===== config.mk =====
export PLATFORM = sky130hd
export DESIGN_NAME = serial_link_arbiter
export DESIGN_NICKNAME = d
export VERILOG_FILES = /design/src/rtl/serial_link_arbiter.sv
export SDC_FILE = /design/constraint.sdc
export NUM_CORES = 1
export LEC_CHECK = 0
export ABC_AREA = 1
export CORE_MARGIN = 2
export CORE_UTILIZATION = 50
export DETAILED_ROUTE_END_ITERATION = 12
export GPL_TIMING_DRIVEN = 0
export PLACE_DENSITY = 0.79
export SLEW_MARGIN = 20
export SYNTH_ARGS = -nofsm -noshare
export SYNTH_HDL_FRONTEND = slang
export SYNTH_SLANG_ARGS = --single-unit

===== constraint.sdc =====
create_clock -name sclk -period 1.9 [get_ports sclk]
set_input_delay 0.19 -clock sclk [delete_from_list [all_inputs] [get_ports sclk]]
set_output_delay 0.19 -clock sclk [all_outputs]
set_load 0.03 [all_outputs]

===== src/rtl/serial_link_arbiter.sv =====
// Round-robin arbiter sharing one nibble serializer among NREQ requesters.
// Grants one requester, snapshots its nibble, waits for ack or timeout, then idles GAP_CYC cycles.
module serial_link_arbiter #(
  parameter int NREQ    = 4,
  parameter int DW      = 4,
  parameter int GAP_CYC = 4,
  parameter int TO_CYC  = 255,
  parameter int TO_W    = 8
) (
  input  logic                 sclk,
  input  logic                 rst,
  input  logic [NREQ-1:0]      req,
  input  logic [NREQ*DW-1:0]   req_data,
  input  logic                 ack,
  output logic [DW-1:0]        Data,
  output logic [NREQ-1:0]      gnt,
  output logic [NREQ-1:0]      done,
  output logic [NREQ-1:0]      err,
  output logic                 busy,
  output logic [7:0]           err_cnt
);
  localparam int LW = (NREQ > 1) ? $clog2(NREQ) : 1;

  typedef enum logic [1:0] {IDLE, SEND, GAP} state_t;

  state_t          state, state_n;
  logic [LW-1:0]   last, cur, sel;
  logic [LW-1:0]   ix;
  logic [TO_W-1:0] timer;
  logic            to_hit, gap_end;

  assign to_hit  = (timer == TO_W'(TO_CYC - 1));
  assign gap_end = (timer == TO_W'(GAP_CYC - 1));
  assign busy    = (state != IDLE);

  // Scan downward so the lowest offset from last+1 is the final writer.
  always_comb begin
    sel = '0;
    ix  = '0;
    for (int k = NREQ; k >= 1; k--) begin
      ix = LW'((int'(last) + k) % NREQ);
      if (req[ix]) sel = ix;
    end
  end

  always_comb begin
    state_n = state;
    case (state)
      IDLE:    if (|req) state_n = SEND;
      SEND:    if (ack || to_hit) state_n = GAP;
      GAP:     if (gap_end) state_n = IDLE;
      default: state_n = IDLE;
    endcase
  end

  always_ff @(posedge sclk or negedge rst) begin
    if (!rst) state <= IDLE;
    else      state <= state_n;
  end

  always_ff @(posedge sclk or negedge rst) begin
    if (!rst) begin
      Data    <= '0;
      gnt     <= '0;
      done    <= '0;
      err     <= '0;
      err_cnt <= '0;
      timer   <= '0;
      last    <= LW'(NREQ - 1);
      cur     <= '0;
    end else begin
      done <= '0;
      err  <= '0;
      case (state)
        IDLE: begin
          if (|req) begin
            gnt   <= NREQ'(1) << sel;
            Data  <= req_data[int'(sel)*DW +: DW];
            cur   <= sel;
            timer <= '0;
          end
        end
        SEND: begin
          // ack takes precedence over a coincident timeout
          if (ack) begin
            done  <= gnt;
            gnt   <= '0;
            last  <= cur;
            timer <= '0;
          end else if (to_hit) begin
            err   <= gnt;
            gnt   <= '0;
            last  <= cur;
            timer <= '0;
            if (err_cnt != 8'hFF) err_cnt <= err_cnt + 8'd1;
          end else begin
            timer <= timer + 1'b1;
          end
        end
        GAP: begin
          if (gap_end) timer <= '0;
          else         timer <= timer + 1'b1;
        end
        default: ;
      endcase
    end
  end
endmodule


=== Word-level counts from Yosys, hierarchy flattened ===
Index checks and enable logic that the tools add are counted.

* Register bits after elaboration: 38
* Output and inout port bits: 25

* Reduce and logical (&&, ||, !) cells: 13
* Muxes and demuxes: 32
* Add/subtract/negate cells: 6
* Bitwise operators: 1
* Order comparisons: 4
* Shifts and indexed selects: 2
* Eq/ne operators: 9

{| class="wikitable"
|+ Operators with widths
! cell !! number
|-
| 2-to-1 mux 4 bit || 8
|-
| 2-to-1 mux 8 bit || 4
|-
| case mux 8 bit (3 select lines) || 1
|-
| 2-to-1 mux 2 bit || 9
|-
| adder 8 x 1 -> 8 bit (second input constant) || 2
|-
| variable part select 16 x 5 -> 4 bit || 1
|-
| < comparator 2 x 3 -> 1 bit (second input constant) || 4
|-
| binary-select mux 1 bit (select 2 bit) || 4
|-
| == test 8 x 2 -> 1 bit (second input constant) || 1
|-
| == test 8 bit (second input constant) || 1
|-
| != test 8 bit (second input constant) || 1
|-
| case mux 4 bit (2 select lines) || 1
|-
| != test 2 bit (second input constant) || 3
|-
| case mux 2 bit (3 select lines) || 1
|-
| AND reduction 2 bit || 3
|-
| AND reduction 3 bit || 2
|-
| nonzero test 2 bit || 3
|-
| adder 2 x 1 -> 2 bit (second input constant) || 2
|-
| adder 2 bit (second input constant) || 2
|-
| 2-to-1 mux 1 bit || 4
|-
| AND reduction 4 bit || 1
|-
| OR reduction 4 bit || 1
|-
| << shifter 1 x 2 -> 4 bit (first input constant) || 1
|-
| != test 3 bit (second input constant) || 1
|-
| other kinds (6) || 6
|}

=== Longest topological paths before layout ===
Gate-level depths: netlist of run 1.

* Depth in word-level cells: 10
* Depth in mapped cells: 17
* Depth with buffers taken out: 15

=== Least setup slack after synthesis of run 1 ===
No wires, ideal clock.

* Kind: register -> register
* From: register last[0]
* To: register Data[0]
* Slack: 186 ps
* Data arrival time: 1597 ps
* Buffers on the path: 2
* Stages on the path, launching flop included: 18
* Period minus slack after synthesis: 1714 ps
* Path through: dfstp_2 buf_6 inv_6 nand2_1 nand2_2 nand2_1 nand2_1 inv_2 nand2_2 nand2_4 nand2_4 buf_12 nand2_2 nand2_1 nand2_1 nand2_1 nand2_1 nand2_1

* Cells in the longest elaborated chain, start to end: 8

{| class="wikitable"
|+ RTL lines
! item !! line !! RTL
|-
| start: declaration || 27 || <nowiki>logic [LW-1:0] last, cur, sel;</nowiki>
|-
| start signal: assignment || 69 || <nowiki>last <= LW'(NREQ - 1);</nowiki>
|-
| start signal: assignment || 88 || <nowiki>last <= cur;</nowiki>
|-
| start signal: assignment || 93 || <nowiki>last <= cur;</nowiki>
|-
| adder 2 x 1 -> 2 bit || 41 || <nowiki>ix = LW'((int'(last) + k) % NREQ);</nowiki>
|-
| binary-select mux 1 bit (select 2 bit) || 42 || <nowiki>if (req[ix]) sel = ix;</nowiki>
|-
| 2-to-1 mux 1 bit (not written as such) || 42 ||
|-
| 2-to-1 mux 2 bit (3 in series) || 42 ||
|-
| 2-to-1 mux 2 bit * || 42 ||
|-
| variable part select 16 x 5 -> 4 bit * || 78 || <nowiki>Data <= req_data[int'(sel)*DW +: DW];</nowiki>
|-
| end signal: assignment || 78 ||
|-
| end: declaration || 15 || <nowiki>output logic [DW-1:0] Data,</nowiki>
|}

Mark *: on every way between the ends. The rest lies on a longest branch, timed or not. The select of a mux whose other input is x is not followed.
A chain may end at the register's enable or synchronous reset.

=== Final worst setup path of run 1 ===
Same ends and word-level chain as after synthesis.

==> results of run 1 <==
[state kept, by name, summed over array words and instances, names as in the netlist]
register / flops
timer: 8
Data: 4
err_cnt: 8
err: 4
cur: 2
gnt: 4
done: 4
last: 2
state: 2
[through the flow]
step / setup slack [ps] / power [mW] / TNS, ps
5_1_grt: -79.9 / 4.26 / -277
4_1_cts: 34.9 / 3.77 / 0
3_5_place_dp: -75.0 / 3.22 / -246
3_3_place_gp: -197 / 3.16 / -7130
6_report: 48.7 / 3.93 / 0
2_1_floorplan: 186 / 2.67 / 0
[cells in the mapped netlist, types with 4 or more instances]
| master | instances |
|---|---|
| dfrtp_1 | 36 |
| inv_1 | 30 |
| a21oi_1 | 5 |
| nor2_1 | 14 |
| ha_1 | 8 |
| nand2_2 | 12 |
| nand2_4 | 4 |
| o21ai_0 | 14 |
| nand2_1 | 88 |
| o22ai_1 | 4 |
| nand3_1 | 16 |
| inv_2 | 6 |
| nand4_1 | 5 |
[repair_timing]
item,4_1_cts,5_1_grt
pin swaps,1,10
endpoints found under the hold margin,14,0
buffers inserted,1,5
endpoints found under the setup margin,2,10
gates resized for setup,1,20
hold buffers,1,0
[critical path, cell delays in order (launching register included)]
cell and delay [ps]:
dfstp_2 540, buf_8 130, inv_8 60, nand2_2 60, nand2_2 80, nand2_2 80
nand2_2 50, inv_2 80, nand2_2 70, nand2_4 80, nand2_4 60, buf_12 140
nand2_2 50, nand2_1 50, nand2_1 50, nand2_1 70, nand2_1 60, nand2_1 50
[final cells by class]
cell class                 instances  area, µm²
timing repair buffer              55        563
multi-input combinational        194       1110
fill                             336       1350
inverter                          37        146
tap                               52       65.1
clock inverter                     2       10.0
clock buffer                       5       68.8
sequential                        38        953
buffer                             2       35.0
[worst max path at each step]
stage	slack, ps	start	end
3_5_place_dp	-80	req[2]	Data[0]$_DFFE_PN0P_
4_1_cts	30	last[0]$_DFFE_PN1P_	Data[0]$_DFFE_PN0P_
6_report	50	last[0]$_DFFE_PN1P_	Data[0]$_DFFE_PN0P_
3_3_place_gp	-200	rst	Data[2]$_DFFE_PN0P_
2_1_floorplan	190	last[0]$_DFFE_PN1P_	Data[0]$_DFFE_PN0P_
5_1_grt	-80	last[0]$_DFFE_PN1P_	Data[1]$_DFFE_PN0P_
[report_power, final]
part / switching, mW / total, mW / internal [mW]
Combinational: 1.44 / 2.34 / 0.907
Sequential: 0.0925 / 1.07 / 0.978
Clock: 0.273 / 0.520 / 0.246
Total: 1.80 / 3.93 / 2.13
[layer usage]
metal	share of wire	track usage	vias to the layer above	wire, µm
li1	-	-	979	-
met2	0.49	0.329	52	2290
met4	0.015	0.0641	0	70
met1	0.44	0.254	905	2070
met5	0	0	-	0
met3	0.053	0.0548	10	247
[logic make-up (layout without fill, tap and decap cells)]
logic type                 count (synthesis)  in the layout  synth area share
buffers and inverters                     39            101            0.0802
adders and majority gates                  8              8            0.0458
and+or+nand+nor                          153            153             0.347
DFF                                       38             38             0.437
AOI/OAI and AO/OA                         27             27            0.0659
xor gates and xnor gates                   6              6            0.0241
==> metrics.cfg, run 1 <==
[placement]
dp.final_hpwl_um = 3610
place_congestion = 0.836
dp.cells = 371
placedInstanceArea_um2 = 2740
portBuffers = 47

[clock_network]
numClockSinks = 38
clockBufferDepth = 2
clockRootBuffer = clkbuf_8
cts_tree = yes
numCtsBuffers = 5
clkSlewWorstSetupHoldPaths_ps = 70
clk_latency_ps = 290
htree_levels = 2

[yosys]
synth.avg_cell_area_um2 = 8.06
ys.flop_type = dfrtp_1
syn_inst = 271
seq_area_frac_synth = 0.437
yosys_warnings = 0
synth-seq-cells = 38
postSynth.asyncResetShare = 1.00
synth_top_area_share = 0.413
synthTopCellsByArea = dfrtp_1, nand2_1, inv_1
yosys.area.top_type = dfrtp_1
synth_edf_count = 0
syn_nets = 302
netlist_area_um2 = 2180
ys_types = 32

[setup_path]
critPathMaxFanout = 10
worst-setup-path-type = register to register
r2r_end = Data[0]$_DFFE_PN0P_
reg2reg_depth = 17
rrSetupSlack_ps = 50
timing.rr.start = last[0]$_DFFE_PN1P_
cp-start-kind = register
cp.arrival_ps = 2020
required_ps = 2070
end_kind = register

[timing]
fin_skew_ps = 9.40
rsz0062_at_grt = yes
setup_viol = 0
max_freq_mhz = 540
fin_hold_ws_ps = 373
period_needed_ps = 1850
slew_viol_final = 0
period_share = 0.974
slew_headroom = 0.703
worst_pin_slew_ps = 445
hold_viol_final = 0

[floorplan]
die_h_um = 70.1
io_pins = 48
coreArea_um2 = 4290
rows = 24
die_x_um = 70.1
start_util = 0.508
dieArea_um2 = 4910

[cells_and_area]
final_util = 0.686
finalNetCount = 364
fin_cells = 385
syn2layout_area_growth_pct = 35.0
layout-drive-gt1-share = 0.198
stdcell_area_um2 = 2950
layout_commonest_cell = nand2_1
final_cell_mix = nand2_1, clkdlybuf4s50_1, dfrtp_1
n_antenna_cell = 0

[grt]
grt_pass1_wl_um = 7760
grtUsageTotal = 0.199
grt_overflow = 0
grt_pass1_vias = 1737
antenna_found_initial = 0
grt_max_degree = 23

[hold_path]
worst_hold_path_type = input port to async pin

[power_and_ir_drop]
power_leakage_nw = 1.47
powerDensity_nw_per_um2 = 1330
peakVddDrop_mv = 0.922

[outcome]
outcome = finished clean

[detailed_routing]
drc = 0
vias = 1946
wl_um = 4680
ant_nets = 0
detail_route.wl_per_cell_um = 12.1
vias_per_cell = 5.05
drt_iter0_drc = 106
first_pass_iters = 4

[job]
max_cap_violations = 0

(Power assumes the default switching activity.)
==> run 2, diff against run 1 <==
--- a/config.mk
+++ b/config.mk
@@ -9,8 +9,8 @@
 export CORE_MARGIN = 2
 export CORE_UTILIZATION = 50
 export DETAILED_ROUTE_END_ITERATION = 12
+export DONT_BUFFER_PORTS = 1
 export GPL_TIMING_DRIVEN = 0
-export PLACE_DENSITY = 0.79
 export SLEW_MARGIN = 20
 export SYNTH_ARGS = -nofsm -noshare
 export SYNTH_HDL_FRONTEND = slang
==> constraint.sdc (replaced) <==
create_clock -name sclk -period 1.9 [get_ports sclk]
set_input_delay 0.285 -clock sclk [delete_from_list [all_inputs] [get_ports sclk]]
set_output_delay 0.285 -clock sclk [all_outputs]
set_load 0.03 [all_outputs]
==> run 2 against run 1 <==
Effect of this change:
- maximum frequency down 2.0%
- sequential cell count unchanged
- utilization down 8.6 points
- sequential share of layout area up 4.8 points
- clock-buffer cell count up 1
- total power up 6.4%
- setup slack worse by 38 ps
- first-iteration DRC count down 44%
- cell count down 11%
- sequential power up 14%
- register-to-register slack worse by 40 ps
==> metrics.cfg, run 2 (synthesized netlist as in run 1, its figures left out) <==
[timing]
slew_headroom = 0.662
fin_hold_ws_ps = 219
rsz0062_at_grt = yes
hold_viol_final = 0
period_needed_ps = 1890
setup_viol = 0
slew_viol_final = 0
worst_pin_slew_ps = 507
max_freq_mhz = 529
period_share = 0.994
setup_tns_ps = 0
fin_skew_ps = 10.5

[cells_and_area]
syn2layout_area_growth_pct = 18.1
fillers = 399
finalNetCount = 323
layout-drive-gt1-share = 0.264
reg.largest.list = err_cnt (8), timer (8)
final_util = 0.601
multi_input_area_um2 = 1120
regArea_um2 = 958
n_antenna_cell = 0
fin_cells = 344
final_cell_mix = nand2_1, dfrtp_1, inv_1
layout_commonest_cell = nand2_1

[setup_path]
worst-setup-path-type = register to register
cp_common_cell = nand2_1
path_cells = buf_6 > inv_8 > nand2_2 > nand2_2 > nand2_2 > nand2_1 > inv_2 > nand2_4 > nand2_8 > nand2_8 > clkbuf_16 > nand2_2 > nand2_1 > nand2_1 > nand2_1 > nand2_1 > nand2_1
cpPeakStageDelay_ps = 520
cp-start-kind = register
required_ps = 2080
cp.arrival_ps = 2070
end_kind = register
critPathMaxFanout = 8
cp_slowest_cell = dfstp_2
crit_buf_inv = 4
cp_top_family = simple AND/OR/NAND/NOR gates

[grt]
grtUsageTotal = 0.186
antenna_found_initial = 0
grt_pass1_vias = 1584
grt_pass1_wl_um = 7310
grt_max_degree = 39
grt_overflow = 0

[clock_network]
clk_latency_ps = 290
clkSlewWorstSetupHoldPaths_ps = 80
clockRootBuffer = clkbuf_8
numCtsBuffers = 5
cts_tree = yes
htree_levels = 2
numClockSinks = 38
clockBufferDepth = 2

[hold_path]
worst_hold_path_type = input port to register

[detailed_routing]
first_pass_iters = 6
drt_iter0_drc = 59
wl_um = 4470
drc = 0
vias = 1761
ant_nets = 0
vias_per_cell = 5.12
detail_route.wl_per_cell_um = 13.0

[floorplan]
die_h_um = 70.1
start_util = 0.508
coreArea_um2 = 4290
rows = 24
die_x_um = 70.1
io_pins = 48
dieArea_um2 = 4910

[placement]
dp.final_hpwl_um = 3150
dp.cells = 323
portBuffers = 0
place_congestion = 0.867

[power_and_ir_drop]
power_leakage_nw = 1.32
p_total_mw = 4.19
powerDensity_nw_per_um2 = 1620
peakVddDrop_mv = 0.984

[outcome]
outcome = finished clean

[job]
max_cap_violations = 0

run 2: changes by cell type in the layout (fill, tap and decap cells not counted), moves of 2 or more:
cell | previous run | this run
buf_4 | 4 | 10
nand2_8 | 0 | 2
dfrtp_1 | 36 | 32
clkinv_2 | 2 | 0
clkdlybuf4s50_1 | 45 | 0
dfrtp_2 | 0 | 4
nand2_2 | 19 | 21
nand2_4 | 7 | 4
run 2: final timing paths:
| kind | slack [ps] | depth (start not counted) | endpoint | startpoint |
|---|---|---|---|---|
| setup / recovery | 10 | 17 | Data[0]$_DFFE_PN0P_ | last[0]$_DFFE_PN1P_ |
| setup reg to reg | 10 | 17 | Data[0]$_DFFE_PN0P_ | last[0]$_DFFE_PN1P_ |
| hold reg to reg | 490 | 2 | cur[0]$_DFFE_PN0P_ | cur[0]$_DFFE_PN0P_ |
| max in group asynchronous | 1180 | 2 | last[1]$_DFFE_PN1P_ | rst |
| hold / removal | 220 | 2 | done[2]$_DFF_PN0_ | ack |
| min in group asynchronous | 460 | 2 | err_cnt[2]$_DFFE_PN0P_ | rst |
run 2: repair_timing:
item	CTS	global route
resized for setup	0	26
hold endpoints to repair	38	0
hold buffers	2	0
endpoints found under the setup margin	0	14
buffers inserted	0	11
run 2: power breakdown:
group          internal (mW)  switching (mW)  total, mW
clock network          0.420           0.279      0.699
logic                  0.933            1.33       2.26
registers              0.975           0.249       1.22
total                   2.33            1.86       4.19
run 2: metal layers:
metal | GRT usage | up-vias | share of wire
met5 | 0 | - | 0
met4 | 0.0513 | 0 | 0.016
met3 | 0.0505 | 9 | 0.047
met1 | 0.253 | 810 | 0.46
met2 | 0.296 | 45 | 0.48
li1 | - | 897 | -
run 2: through the flow:
step	setup slack [ps]	instance area [µm²]
after floorplan	186	2180
after global placement	34.0	2250
after detailed placement	14.1	2250
after CTS	17.5	2390
after global routing	-125	2580
final	10.9	2580
run 2: layout make-up:
type / instances / area share
clock buffers: 6 / 0.0320
repair buffers: 14 / 0.0548
multi-input cells: 194 / 0.436
flip-flops and latches: 38 / 0.372
inverters: 37 / 0.0568
clock inverters: 1 / 0.0116
well taps: 52 / 0.0252
plain buffers: 2 / 0.0121
==> run 3, diff against run 2 <==
--- a/config.mk
+++ b/config.mk
@@ -7,7 +7,7 @@
 export LEC_CHECK = 0
 export ABC_AREA = 1
 export CORE_MARGIN = 2
-export CORE_UTILIZATION = 50
+export CORE_UTILIZATION = 35
 export DETAILED_ROUTE_END_ITERATION = 12
 export DONT_BUFFER_PORTS = 1
 export GPL_TIMING_DRIVEN = 0
==> run 3 against run 2 <==
Effect of this change:
- first-iteration DRC count decreased by 14%
- largest power group unchanged
- the flow now finishes with violations (negative setup slack)
- clock skew decreased by 4.8 ps
- clock-buffer cell count decreased by 1
- sequential cell count unchanged
- global-route usage decreased by 5.2 points
- critical path type unchanged
- register-to-register slack about the same
- via count increased by 0.40%
- total power increased by 5.2%
==> metrics.cfg, run 3 (synthesized netlist as in run 1, its figures left out) <==
[power_and_ir_drop]
powerDensity_nw_per_um2 = 1670
pwr-share-comb = 0.536
pwr-share-seq = 0.276
clkPwrFrac = 0.189
switching_share = 0.453
p_int_mw = 2.41
p_sw_mw = 1.99
peakVddDrop_mv = 0.575
power_leakage_nw = 1.33

[detailed_routing]
drt_iter0_drc = 51
ant_nets = 0
detail_route.wl_per_cell_um = 13.6
first_pass_iters = 4
drc = 0
wl_um = 4950
vias = 1768
vias_per_cell = 4.87

[setup_path]
path_cells = buf_8 > clkinv_8 > nand2_2 > nand3_2 > nand2_2 > inv_2 > nand2_4 > nand2_4 > nand2_8 > nand2_8 > clkbuf_16 > nand2_4 > nand2_2 > nand2_1 > nand2_1 > nand2_1 > nand2_1
cp.arrival_ps = 2100
cp_common_cell = nand2_1
critPathMaxFanout = 8
required_ps = 2090
cp-start-kind = register
end_kind = register
cp_slowest_cell = dfstp_2
cpPeakStageDelay_ps = 540
worst-setup-path-type = register to register

[placement]
place_congestion = 0.791
placedInstanceArea_um2 = 2280
preCtsSetupSlack_ps = -55.6
portBuffers = 0
dp.final_hpwl_um = 3590

[cells_and_area]
syn2layout_area_growth_pct = 21.1
layout_commonest_cell = nand2_1
n_antenna_cell = 0
finalNetCount = 318
layout-drive-gt1-share = 0.264
stdcell_area_um2 = 2650
fillers = 561
reg.largest.list = err_cnt (8), timer (8)
final_cell_mix = nand2_1, dfrtp_1, inv_1

[job]
max_cap_violations = 0

[clock_network]
clockRootBuffer = clkbuf_8
htree_levels = 2
cts_tree = yes
clkSlewWorstSetupHoldPaths_ps = 80
clockBufferDepth = 2
clk_latency_ps = 300
numClockSinks = 38
numCtsBuffers = 5

[grt]
grt_pass1_wl_um = 7480
grtUsageTotal = 0.134
grt_pass1_vias = 1558
grt_max_degree = 39
grt_overflow = 0
antenna_found_initial = 0

[floorplan]
dieArea_um2 = 6890
coreArea_um2 = 5990
rows = 28
die_x_um = 83.0
io_pins = 48
start_util = 0.364
die_h_um = 83.0

[timing]
slew_viol_final = 0
worst_pin_slew_ps = 502
fin_ws_ps = -3.63
hold_viol_final = 0
period_needed_ps = 1900
slew_headroom = 0.666
fin_skew_ps = 5.71
rsz0062_at_grt = yes
period_share = 1.00
setup_viol = 1
setup_tns_ps = -3.63
max_freq_mhz = 525

[hold_path]
worst_hold_path_type = input port to register

[outcome]
violations = negative setup slack
outcome = finished, violations left

-- run 3: changes by cell type in the layout (fill, tap and decap cells not counted), moves of 2 or more --
cell and change:
nand2_1 -4, inv_4 +2, buf_4 -4, buf_6 -2, inv_2 -2, dfrtp_2 -2, nand2_4 +5, dfrtp_1 +2
-- run 3: worst max-delay path: cells and delay by family, from the launching register on --
family / cells / cell delay (ps)
buffers and inverters: 4 / 420
DFF: 1 / 540
and+or+nand+nor: 13 / 840
-- run 3: area by class of cell --
class	count	area (µm²)	share of cell area
well taps	75	93.8	0.0355
repair buffers	9	100	0.0378
plain buffers	2	35.0	0.0132
multi-input cells	194	1170	0.441
inverters	37	156	0.0591
clock inverters	3	68.8	0.0260
clock buffers	5	68.8	0.0260
flip-flops and latches	38	956	0.361
-- run 3: what timing repair did --
action	CTS	global route
gates cloned	0	1
setup endpoints to repair	5	16
pin swaps	0	15
hold buffers	2	0
gates resized for setup	2	36
setup buffers	0	6
hold endpoints to repair	38	0
-- run 3: worst paths after layout --
kind,startpoint,endpoint,slack (ps),depth (start not counted)
max in group asynchronous,rst,last[1]$_DFFE_PN1P_,1200,2
min reg2reg,cur[0]$_DFFE_PN0P_,last[0]$_DFFE_PN1P_,500,2
max,last[0]$_DFFE_PN1P_,Data[1]$_DFFE_PN0P_,-4,17
max reg2reg,last[0]$_DFFE_PN1P_,Data[1]$_DFFE_PN0P_,-4,17
min,ack,done[3]$_DFF_PN0_,210,2
min in group asynchronous,rst,err_cnt[5]$_DFFE_PN0P_,440,2
-- run 3: layer usage --
metal / global-route usage / wire (µm) / vias up
met5: 0 / 0 / -
met4: 0.0492 / 78 / 0
met3: 0.0457 / 290 / 7
met2: 0.221 / 2450 / 39
met1: 0.164 / 2140 / 832
li1: - / - / 890
-- run 3: through the flow --
step | cells | utilization | total power, mW | hold slack (ps)
floorplan | 271 | - | 2.67 | -10.6
global placement | 346 | 0.380 | 3.02 | -9.81
detailed placement | 346 | 0.380 | 3.06 | -9.80
CTS | 356 | 0.409 | 3.92 | 209
global route | 363 | 0.442 | 4.71 | 205
finish | 363 | 0.442 | 4.41 | 206
-- run 3: power by group through the flow --
| stage | registers [mW] | clock network, mW | logic [mW] |
|---|---|---|---|
| 5_1_grt | 1.23 | 0.863 | 2.62 |
| 4_1_cts | 1.22 | 0.837 | 1.86 |
| 3_5_place_dp | 1.24 | 0 | 1.82 |
| 2_1_floorplan | 1.21 | 0 | 1.46 |
| 6_report | 1.21 | 0.831 | 2.36 |
| 3_3_place_gp | 1.23 | 0 | 1.79 |
